### src/rtl/master_axi_4_lite_duplex.sv
// master_axi_4_lite_duplex: AXI4-lite master with independent write and read request channels; define AXI_LITE_TIMEOUT_EN for a per-channel watchdog.
// Latency: 3 cycles from request acceptance to rsp pulse with an always-ready slave; one transaction per 4 cycles per channel.
// Backpressure: wreq_ready/rreq_ready are low while the channel is busy and during its rsp pulse cycle.
module master_axi_4_lite_duplex #(
    parameter int AXI_DATA_WIDTH = 64,
    parameter int AXI_ADDR_WIDTH = 32,
    parameter int TIMEOUT_CYCLES = 1024
) (
    input  logic                          AXI_ACLK,
    input  logic                          AXI_ARESET,
    input  logic                          wreq_valid,
    output logic                          wreq_ready,
    input  logic [AXI_ADDR_WIDTH-1:0]     wreq_addr,
    input  logic [AXI_DATA_WIDTH-1:0]     wreq_data,
    input  logic [AXI_DATA_WIDTH/8-1:0]   wreq_strb,
    output logic                          wrsp_valid,
    output logic [1:0]                    wrsp_resp,
    input  logic                          rreq_valid,
    output logic                          rreq_ready,
    input  logic [AXI_ADDR_WIDTH-1:0]     rreq_addr,
    output logic                          rrsp_valid,
    output logic [AXI_DATA_WIDTH-1:0]     rrsp_data,
    output logic [1:0]                    rrsp_resp,
    output logic [AXI_ADDR_WIDTH-1:0]     AXI_AWADDR,
    output logic [2:0]                    AXI_AWPROT,
    output logic                          AXI_AWVALID,
    input  logic                          AXI_AWREADY,
    output logic [AXI_DATA_WIDTH-1:0]     AXI_WDATA,
    output logic [AXI_DATA_WIDTH/8-1:0]   AXI_WSTRB,
    output logic                          AXI_WVALID,
    input  logic                          AXI_WREADY,
    input  logic [1:0]                    AXI_BRESP,
    input  logic                          AXI_BVALID,
    output logic                          AXI_BREADY,
    output logic [AXI_ADDR_WIDTH-1:0]     AXI_ARADDR,
    output logic [2:0]                    AXI_ARPROT,
    output logic                          AXI_ARVALID,
    input  logic                          AXI_ARREADY,
    input  logic [AXI_DATA_WIDTH-1:0]     AXI_RDATA,
    input  logic [1:0]                    AXI_RRESP,
    input  logic                          AXI_RVALID,
    output logic                          AXI_RREADY
);

    if (!(AXI_DATA_WIDTH == 32 || AXI_DATA_WIDTH == 64) || TIMEOUT_CYCLES < 1) begin : g_param_check
        $error("master_axi_4_lite_duplex: unsupported parameter value");
    end

    typedef enum logic [2:0] {W_IDLE, W_AW_W, W_W, W_AW, W_B} w_state_t;
    typedef enum logic [1:0] {R_IDLE, R_AR, R_R} r_state_t;

    w_state_t w_state;
    r_state_t r_state;

    logic [AXI_ADDR_WIDTH-1:0]   aw_addr_q;
    logic [AXI_DATA_WIDTH-1:0]   w_data_q;
    logic [AXI_DATA_WIDTH/8-1:0] w_strb_q;
    logic [AXI_ADDR_WIDTH-1:0]   ar_addr_q;
    logic                        w_expired;
    logic                        r_expired;

    assign AXI_AWADDR = aw_addr_q;
    assign AXI_WDATA  = w_data_q;
    assign AXI_WSTRB  = w_strb_q;
    assign AXI_ARADDR = ar_addr_q;
    assign AXI_AWPROT = 3'b000;
    assign AXI_ARPROT = 3'b000;

`ifdef AXI_LITE_TIMEOUT_EN
    localparam int CNT_W = $clog2(TIMEOUT_CYCLES + 1);
    logic [CNT_W-1:0] w_cnt;
    logic [CNT_W-1:0] r_cnt;

    // Counters sit at zero while idle, so each transaction starts counting from zero.
    always_ff @(posedge AXI_ACLK) begin
        if (AXI_ARESET || w_state == W_IDLE) w_cnt <= '0;
        else                                 w_cnt <= w_cnt + CNT_W'(1);
        if (AXI_ARESET || r_state == R_IDLE) r_cnt <= '0;
        else                                 r_cnt <= r_cnt + CNT_W'(1);
    end

    assign w_expired = (w_state != W_IDLE) && (w_cnt == CNT_W'(TIMEOUT_CYCLES - 1));
    assign r_expired = (r_state != R_IDLE) && (r_cnt == CNT_W'(TIMEOUT_CYCLES - 1));
`else
    assign w_expired = 1'b0;
    assign r_expired = 1'b0;
`endif

    always_ff @(posedge AXI_ACLK) begin
        if (AXI_ARESET) begin
            w_state     <= W_IDLE;
            wreq_ready  <= 1'b1;
            AXI_AWVALID <= 1'b0;
            AXI_WVALID  <= 1'b0;
            AXI_BREADY  <= 1'b0;
            wrsp_valid  <= 1'b0;
            wrsp_resp   <= 2'b00;
            aw_addr_q   <= '0;
            w_data_q    <= '0;
            w_strb_q    <= '0;
        end else begin
            wrsp_valid <= 1'b0;
            if (w_expired) begin
                w_state     <= W_IDLE;
                AXI_AWVALID <= 1'b0;
                AXI_WVALID  <= 1'b0;
                AXI_BREADY  <= 1'b0;
                wrsp_valid  <= 1'b1;
                wrsp_resp   <= 2'b11;
            end else begin
                case (w_state)
                    // ready is held low for the rsp pulse cycle and re-opens the cycle after
                    W_IDLE: begin
                        wreq_ready <= 1'b1;
                        if (wreq_valid && wreq_ready) begin
                            wreq_ready  <= 1'b0;
                            aw_addr_q   <= wreq_addr;
                            w_data_q    <= wreq_data;
                            w_strb_q    <= wreq_strb;
                            AXI_AWVALID <= 1'b1;
                            AXI_WVALID  <= 1'b1;
                            w_state     <= W_AW_W;
                        end
                    end
                    W_AW_W: begin
                        if (AXI_AWREADY) AXI_AWVALID <= 1'b0;
                        if (AXI_WREADY)  AXI_WVALID  <= 1'b0;
                        if (AXI_AWREADY && AXI_WREADY) begin
                            AXI_BREADY <= 1'b1;
                            w_state    <= W_B;
                        end else if (AXI_AWREADY) begin
                            w_state <= W_W;
                        end else if (AXI_WREADY) begin
                            w_state <= W_AW;
                        end
                    end
                    W_W: begin
                        if (AXI_WREADY) begin
                            AXI_WVALID <= 1'b0;
                            AXI_BREADY <= 1'b1;
                            w_state    <= W_B;
                        end
                    end
                    W_AW: begin
                        if (AXI_AWREADY) begin
                            AXI_AWVALID <= 1'b0;
                            AXI_BREADY  <= 1'b1;
                            w_state     <= W_B;
                        end
                    end
                    W_B: begin
                        if (AXI_BVALID) begin
                            AXI_BREADY <= 1'b0;
                            wrsp_valid <= 1'b1;
                            wrsp_resp  <= AXI_BRESP;
                            w_state    <= W_IDLE;
                        end
                    end
                    default: w_state <= W_IDLE;
                endcase
            end
        end
    end

    always_ff @(posedge AXI_ACLK) begin
        if (AXI_ARESET) begin
            r_state     <= R_IDLE;
            rreq_ready  <= 1'b1;
            AXI_ARVALID <= 1'b0;
            AXI_RREADY  <= 1'b0;
            rrsp_valid  <= 1'b0;
            rrsp_resp   <= 2'b00;
            rrsp_data   <= '0;
            ar_addr_q   <= '0;
        end else begin
            rrsp_valid <= 1'b0;
            if (r_expired) begin
                r_state     <= R_IDLE;
                AXI_ARVALID <= 1'b0;
                AXI_RREADY  <= 1'b0;
                rrsp_valid  <= 1'b1;
                rrsp_resp   <= 2'b11;
            end else begin
                case (r_state)
                    R_IDLE: begin
                        rreq_ready <= 1'b1;
                        if (rreq_valid && rreq_ready) begin
                            rreq_ready  <= 1'b0;
                            ar_addr_q   <= rreq_addr;
                            AXI_ARVALID <= 1'b1;
                            r_state     <= R_AR;
                        end
                    end
                    R_AR: begin
                        if (AXI_ARREADY) begin
                            AXI_ARVALID <= 1'b0;
                            AXI_RREADY  <= 1'b1;
                            r_state     <= R_R;
                        end
                    end
                    R_R: begin
                        if (AXI_RVALID) begin
                            AXI_RREADY <= 1'b0;
                            rrsp_valid <= 1'b1;
                            rrsp_data  <= AXI_RDATA;
                            rrsp_resp  <= AXI_RRESP;
                            r_state    <= R_IDLE;
                        end
                    end
                    default: r_state <= R_IDLE;
                endcase
            end
        end
    end

endmodule

### config.mk
export PLATFORM = sky130hd
export DESIGN_NAME = master_axi_4_lite_duplex
export DESIGN_NICKNAME = d
export VERILOG_FILES = /design/src/rtl/master_axi_4_lite_duplex.sv
export SDC_FILE = /design/constraint.sdc
export NUM_CORES = 1
export LEC_CHECK = 0
export BUFFER_PORTS_ARGS = -buffer_cell sky130_fd_sc_hd__buf_4
export CORE_AREA = 3 3 165 167
export DETAILED_ROUTE_END_ITERATION = 6
export DIE_AREA = 0 0 168 170
export PLACE_DENSITY = 0.71
export SYNTH_ARGS = -nofsm -noshare
export SYNTH_HDL_FRONTEND = slang
export SYNTH_SLANG_ARGS = --single-unit
### constraint.sdc
create_clock -name AXI_ACLK -period 1.8 [get_ports AXI_ACLK]
set_input_delay 0.27 -clock AXI_ACLK [delete_from_list [all_inputs] [get_ports AXI_ACLK]]
set_output_delay 0.27 -clock AXI_ACLK [all_outputs]
set_load 0.1 [all_outputs]
==> Flow_metrics.wiki <==
{| class="wikitable"
! Metric !! Value
|-
| Outcome || completed
|-
| Fillers || 2,259
|-
| Multi-input gate area in the final layout || 3945 um^2
|-
| Number of clock buffers inserted by TritonCTS || 24
|-
| VDD IR max || 0.8328 mV
|-
| Maximum root-to-sink buffer count || 3
|-
| Clock Skew || 11.04 ps
|-
| Initial antenna violation count || 0
|-
| Initial detailed-routing violation count || 338
|-
| Critical Path Sink Type || flip-flop
|-
| Synthesis Warnings || 0
|-
| Width of the chip || 168 um
|-
| Growth of design area from synthesis to finish || 60.49%
|-
| Maximum number of pins on one net before global-route repair || 74
|-
| Crit path launch type || flip-flop
|-
| Via count || 8,234
|-
| Cells after synthesis || 957
|-
| Setup total negative slack || 0 ps
|-
| WL met3 || 1998 um
|-
| Highest signal layer in the routed design || met4
|-
| Startpoint of the worst register-to-register path || w_state[2]
|-
| Number of synthesized flops with an enable pin || 0
|-
| Final HPWL from detailed placement || 19,410 um
|-
| CTS root buffer || clkbuf_16
|-
| Length of the first detailed-routing pass in iterations || 4
|-
| Proportion of power drawn by flip-flops and latches || 0.359
|-
| Worst-path cell chain || inv_1 > and4_4 > buf_4 > mux2i_1
|-
| Maximum capacitance violations || 0
|-
| Area inside the core boundary || 25,910 um^2
|-
| Most frequent cells in the layout || buf_4, dfxtp_1, nand2b_1
|-
| Detail Route Antenna Nets || 0
|-
| Cell Int Power || 0.009628 W
|-
| Share of synthesized area occupied by flip-flops and latches || 0.4991
|-
| Average vias per placed instance || 4.564
|-
| Count of port buffers added during placement || 425
|-
| Final layout net count || 1,664
|-
| Slack of the worst reg-to-reg path || 240 ps
|-
| Critical path's slowest cell || and4_4
|-
| Hold Startpoint || rreq_addr[9]
|-
| Wire length of the first global-routing pass || 42,170 um
|-
| Number of clock sinks || 218
|-
| Site row count || 59
|-
| Total routed wirelength || 27,530 um
|-
| Post-DR wirelength/cell || 15.26 um
|-
| Total routing usage reported by global routing || 0.1778
|-
| Non-filler cells in the finished layout || 1,804
|-
| Worst min-delay path endpoint || AXI_ARADDR[9]
|-
| Final weighted congestion of routability-driven global placement || 0.8566
|-
| Height of the die || 170 um
|-
| Cells after DPL || 1,674
|-
| Pwr Total || 0.01488 W
|-
| Antenna Cells || 0
|-
| Setup violators final || 0
|-
| Most frequent standard cell in the layout excluding fill and tap cells || buf_4
|-
| Fraction of power spent switching nets || 0.3528
|-
| Power per unit of standard cell area || 1060 nW/um^2
|-
| CP Max Fanout || 22
|-
| Effective utilization at floorplan || 0.3375
|-
| RSZ-0062 raised after global routing || no
|-
| Number of ports placed on the die boundary || 432
|-
| Met1 Wirelength || 11,010 um
|-
| Layout cells sized above 1 || 0.3438
|-
| Data required time at the worst endpoint || 2220 ps
|-
| Worst min path class || in2reg
|-
| Leakage power || 6.167 nW
|-
| Fraction of the cycle the final worst path needs || 0.8648
|-
| Met2 routed wirelength || 13,510 um
|-
| Area leader, netlist || dfxtp_1
|-
| Critical path's largest stage delay || 530 ps
|-
| Async S/R FF share, synth || 0
|-
| End of the worst register-to-register path || AXI_AWADDR[24]
|-
| Cell types occupying the most area after synthesis || dfxtp_1, nand2b_1, mux2i_1, nand2_1, a21oi_1
|-
| Avg Inst Size Synth || 9.138 um^2
|-
| Clock insertion delay at the later pin of the skew report || 500 ps
|-
| Comb power frac || 0.299
|-
| Min-Delay Path Depth || 3
|-
| H-tree levels || 1
|-
| Final instance area || 14,030 um^2
|-
| Placed Area || 12,340 um^2
|-
| Cell variety after synth || 38
|-
| Family with the most delay on the worst path || simple AND/OR/NAND/NOR gates
|-
| Worst setup path class || reg2reg
|-
| Final Critical Period || 1557 ps
|-
| Most common flop cell mapped by yosys || dfxtp_1
|-
| Timing-limited maximum frequency || 642.4 MHz
|-
| Clk slew on worst S/H paths || 60 ps
|-
| Register cell area after layout || 4367 um^2
|-
| Clock power share || 0.342
|-
| P_sw || 0.005248 W
|-
| Count of final hold-check violations || 0
|-
| Total global routing overflow || 0
|-
| Count of cells along the worst register-to-register path || 4
|-
| DRC violations left || 0
|-
| Area of the die || 28,560 um^2
|-
| Number of global-route vias before repair || 8,167
|-
| Post-Syn Area || 8745 um^2
|-
| Buf/Inv on CP || 2
|-
| FF+latch count, synth || 218
|-
| CTS tree || done
|-
| Fin. max-slew vios || 0
|-
| Synth top area share || 0.4991
|-
| Arrival time reported for the critical path endpoint || 1970 ps
|}
layout make-up:
cell class              count  share of cell area
repair buffers            543              0.3176
flip-flops and latches    218              0.3111
multi-input cells         662              0.2811
clock buffers              38             0.05376
well taps                 335             0.02987
clock inverters             6            0.005973
inverters                   2           0.0005349
logic make-up after synthesis:
logic type,Yosys count,synth area share
flip-flops,218,0.4991
AND/OR/NAND/NOR,432,0.2534
XOR/XNOR,1,0.001002
AO/OA/AOI/OAI,116,0.06968
other,1,0.0004288
multiplexers,107,0.1226
buffers and inverters,82,0.05380
worst min-delay path, stage by stage:
cell	delay, ps
buf_4	80
nand2_1	40
a21oi_1	100
stage by stage:
stage	utilization	worst slack [ps]	hold slack, ps
2_1_floorplan	-	187.8	406.0
3_3_place_gp	0.4761	287.1	439.7
3_5_place_dp	0.4761	224.4	445.2
4_1_cts	0.5416	199.7	0.1086
5_1_grt	0.5416	105.9	15.28
6_report	0.5416	243.4	32.08
how the worst max path moves through the flow:
| stage | start | to | slack [ps] | depth (start not counted) |
|---|---|---|---|---|
| floorplan | wreq_ready | AXI_WDATA[0] | 190 | 5 |
| global placement | w_state[2] | AXI_AWADDR[13] | 290 | 4 |
| detailed placement | w_state[2] | AXI_WSTRB[6] | 220 | 4 |
| CTS | w_state[2] | AXI_WSTRB[6] | 200 | 4 |
| global route | w_state[2] | AXI_WDATA[59] | 110 | 4 |
| finish | w_state[2] | AXI_AWADDR[24] | 240 | 4 |
per-layer routing:
metal,GRT usage,up-vias
met1,0.2123,3804
met2,0.3063,292
li1,-,4067
met5,0,-
met3,0.04739,71
met4,0.06973,0
registers in the layout, summed over array words and instances, names as in the netlist:
| register | cells |
|---|---|
| rrsp_valid | 1 |
| w_state | 3 |
| AXI_AWVALID | 1 |
| rrsp_data | 64 |
| wreq_ready | 1 |
| AXI_WSTRB | 8 |
| AXI_ARVALID | 1 |
| rreq_ready | 1 |
| rrsp_resp | 2 |
| AXI_RREADY | 1 |
| AXI_AWADDR | 32 |
| AXI_BREADY | 1 |
| wrsp_valid | 1 |
| r_state | 2 |
| AXI_ARADDR | 32 |
| wrsp_resp | 2 |
| AXI_WVALID | 1 |
| AXI_WDATA | 64 |
synthesized netlist by cell type, types with 2 or more instances:
| master | n |
|---|---|
| a21oi_1 | 103 |
| nand3b_1 | 3 |
| buf_12 | 3 |
| clkbuf_1 | 35 |
| nand2b_1 | 210 |
| o21ai_0 | 2 |
| buf_4 | 19 |
| buf_2 | 18 |
| nand2_1 | 198 |
| nor3_1 | 3 |
| mux2i_1 | 106 |
| o21a_1 | 3 |
| inv_1 | 2 |
| buf_1 | 2 |
| a31oi_1 | 3 |
| dfxtp_1 | 218 |
| nor2_1 | 8 |
power groups by stage:
stage	clock network, W	registers, W	logic (W)
final	0.00509	0.00534	0.00445
after CTS	0.00526	0.00534	0.00446
after global placement	0	0.00543	0.00427
after detailed placement	0	0.00544	0.00430
after global routing	0.00544	0.00538	0.00462
after floorplan	0	0.00765	0.000970
what timing repair did:
action	4_1_cts	5_1_grt
setup buffers	0	0
hold endpoints to repair	86	0
hold buffers	86	0
resized for setup	0	0
(Power assumes the default switching activity.)
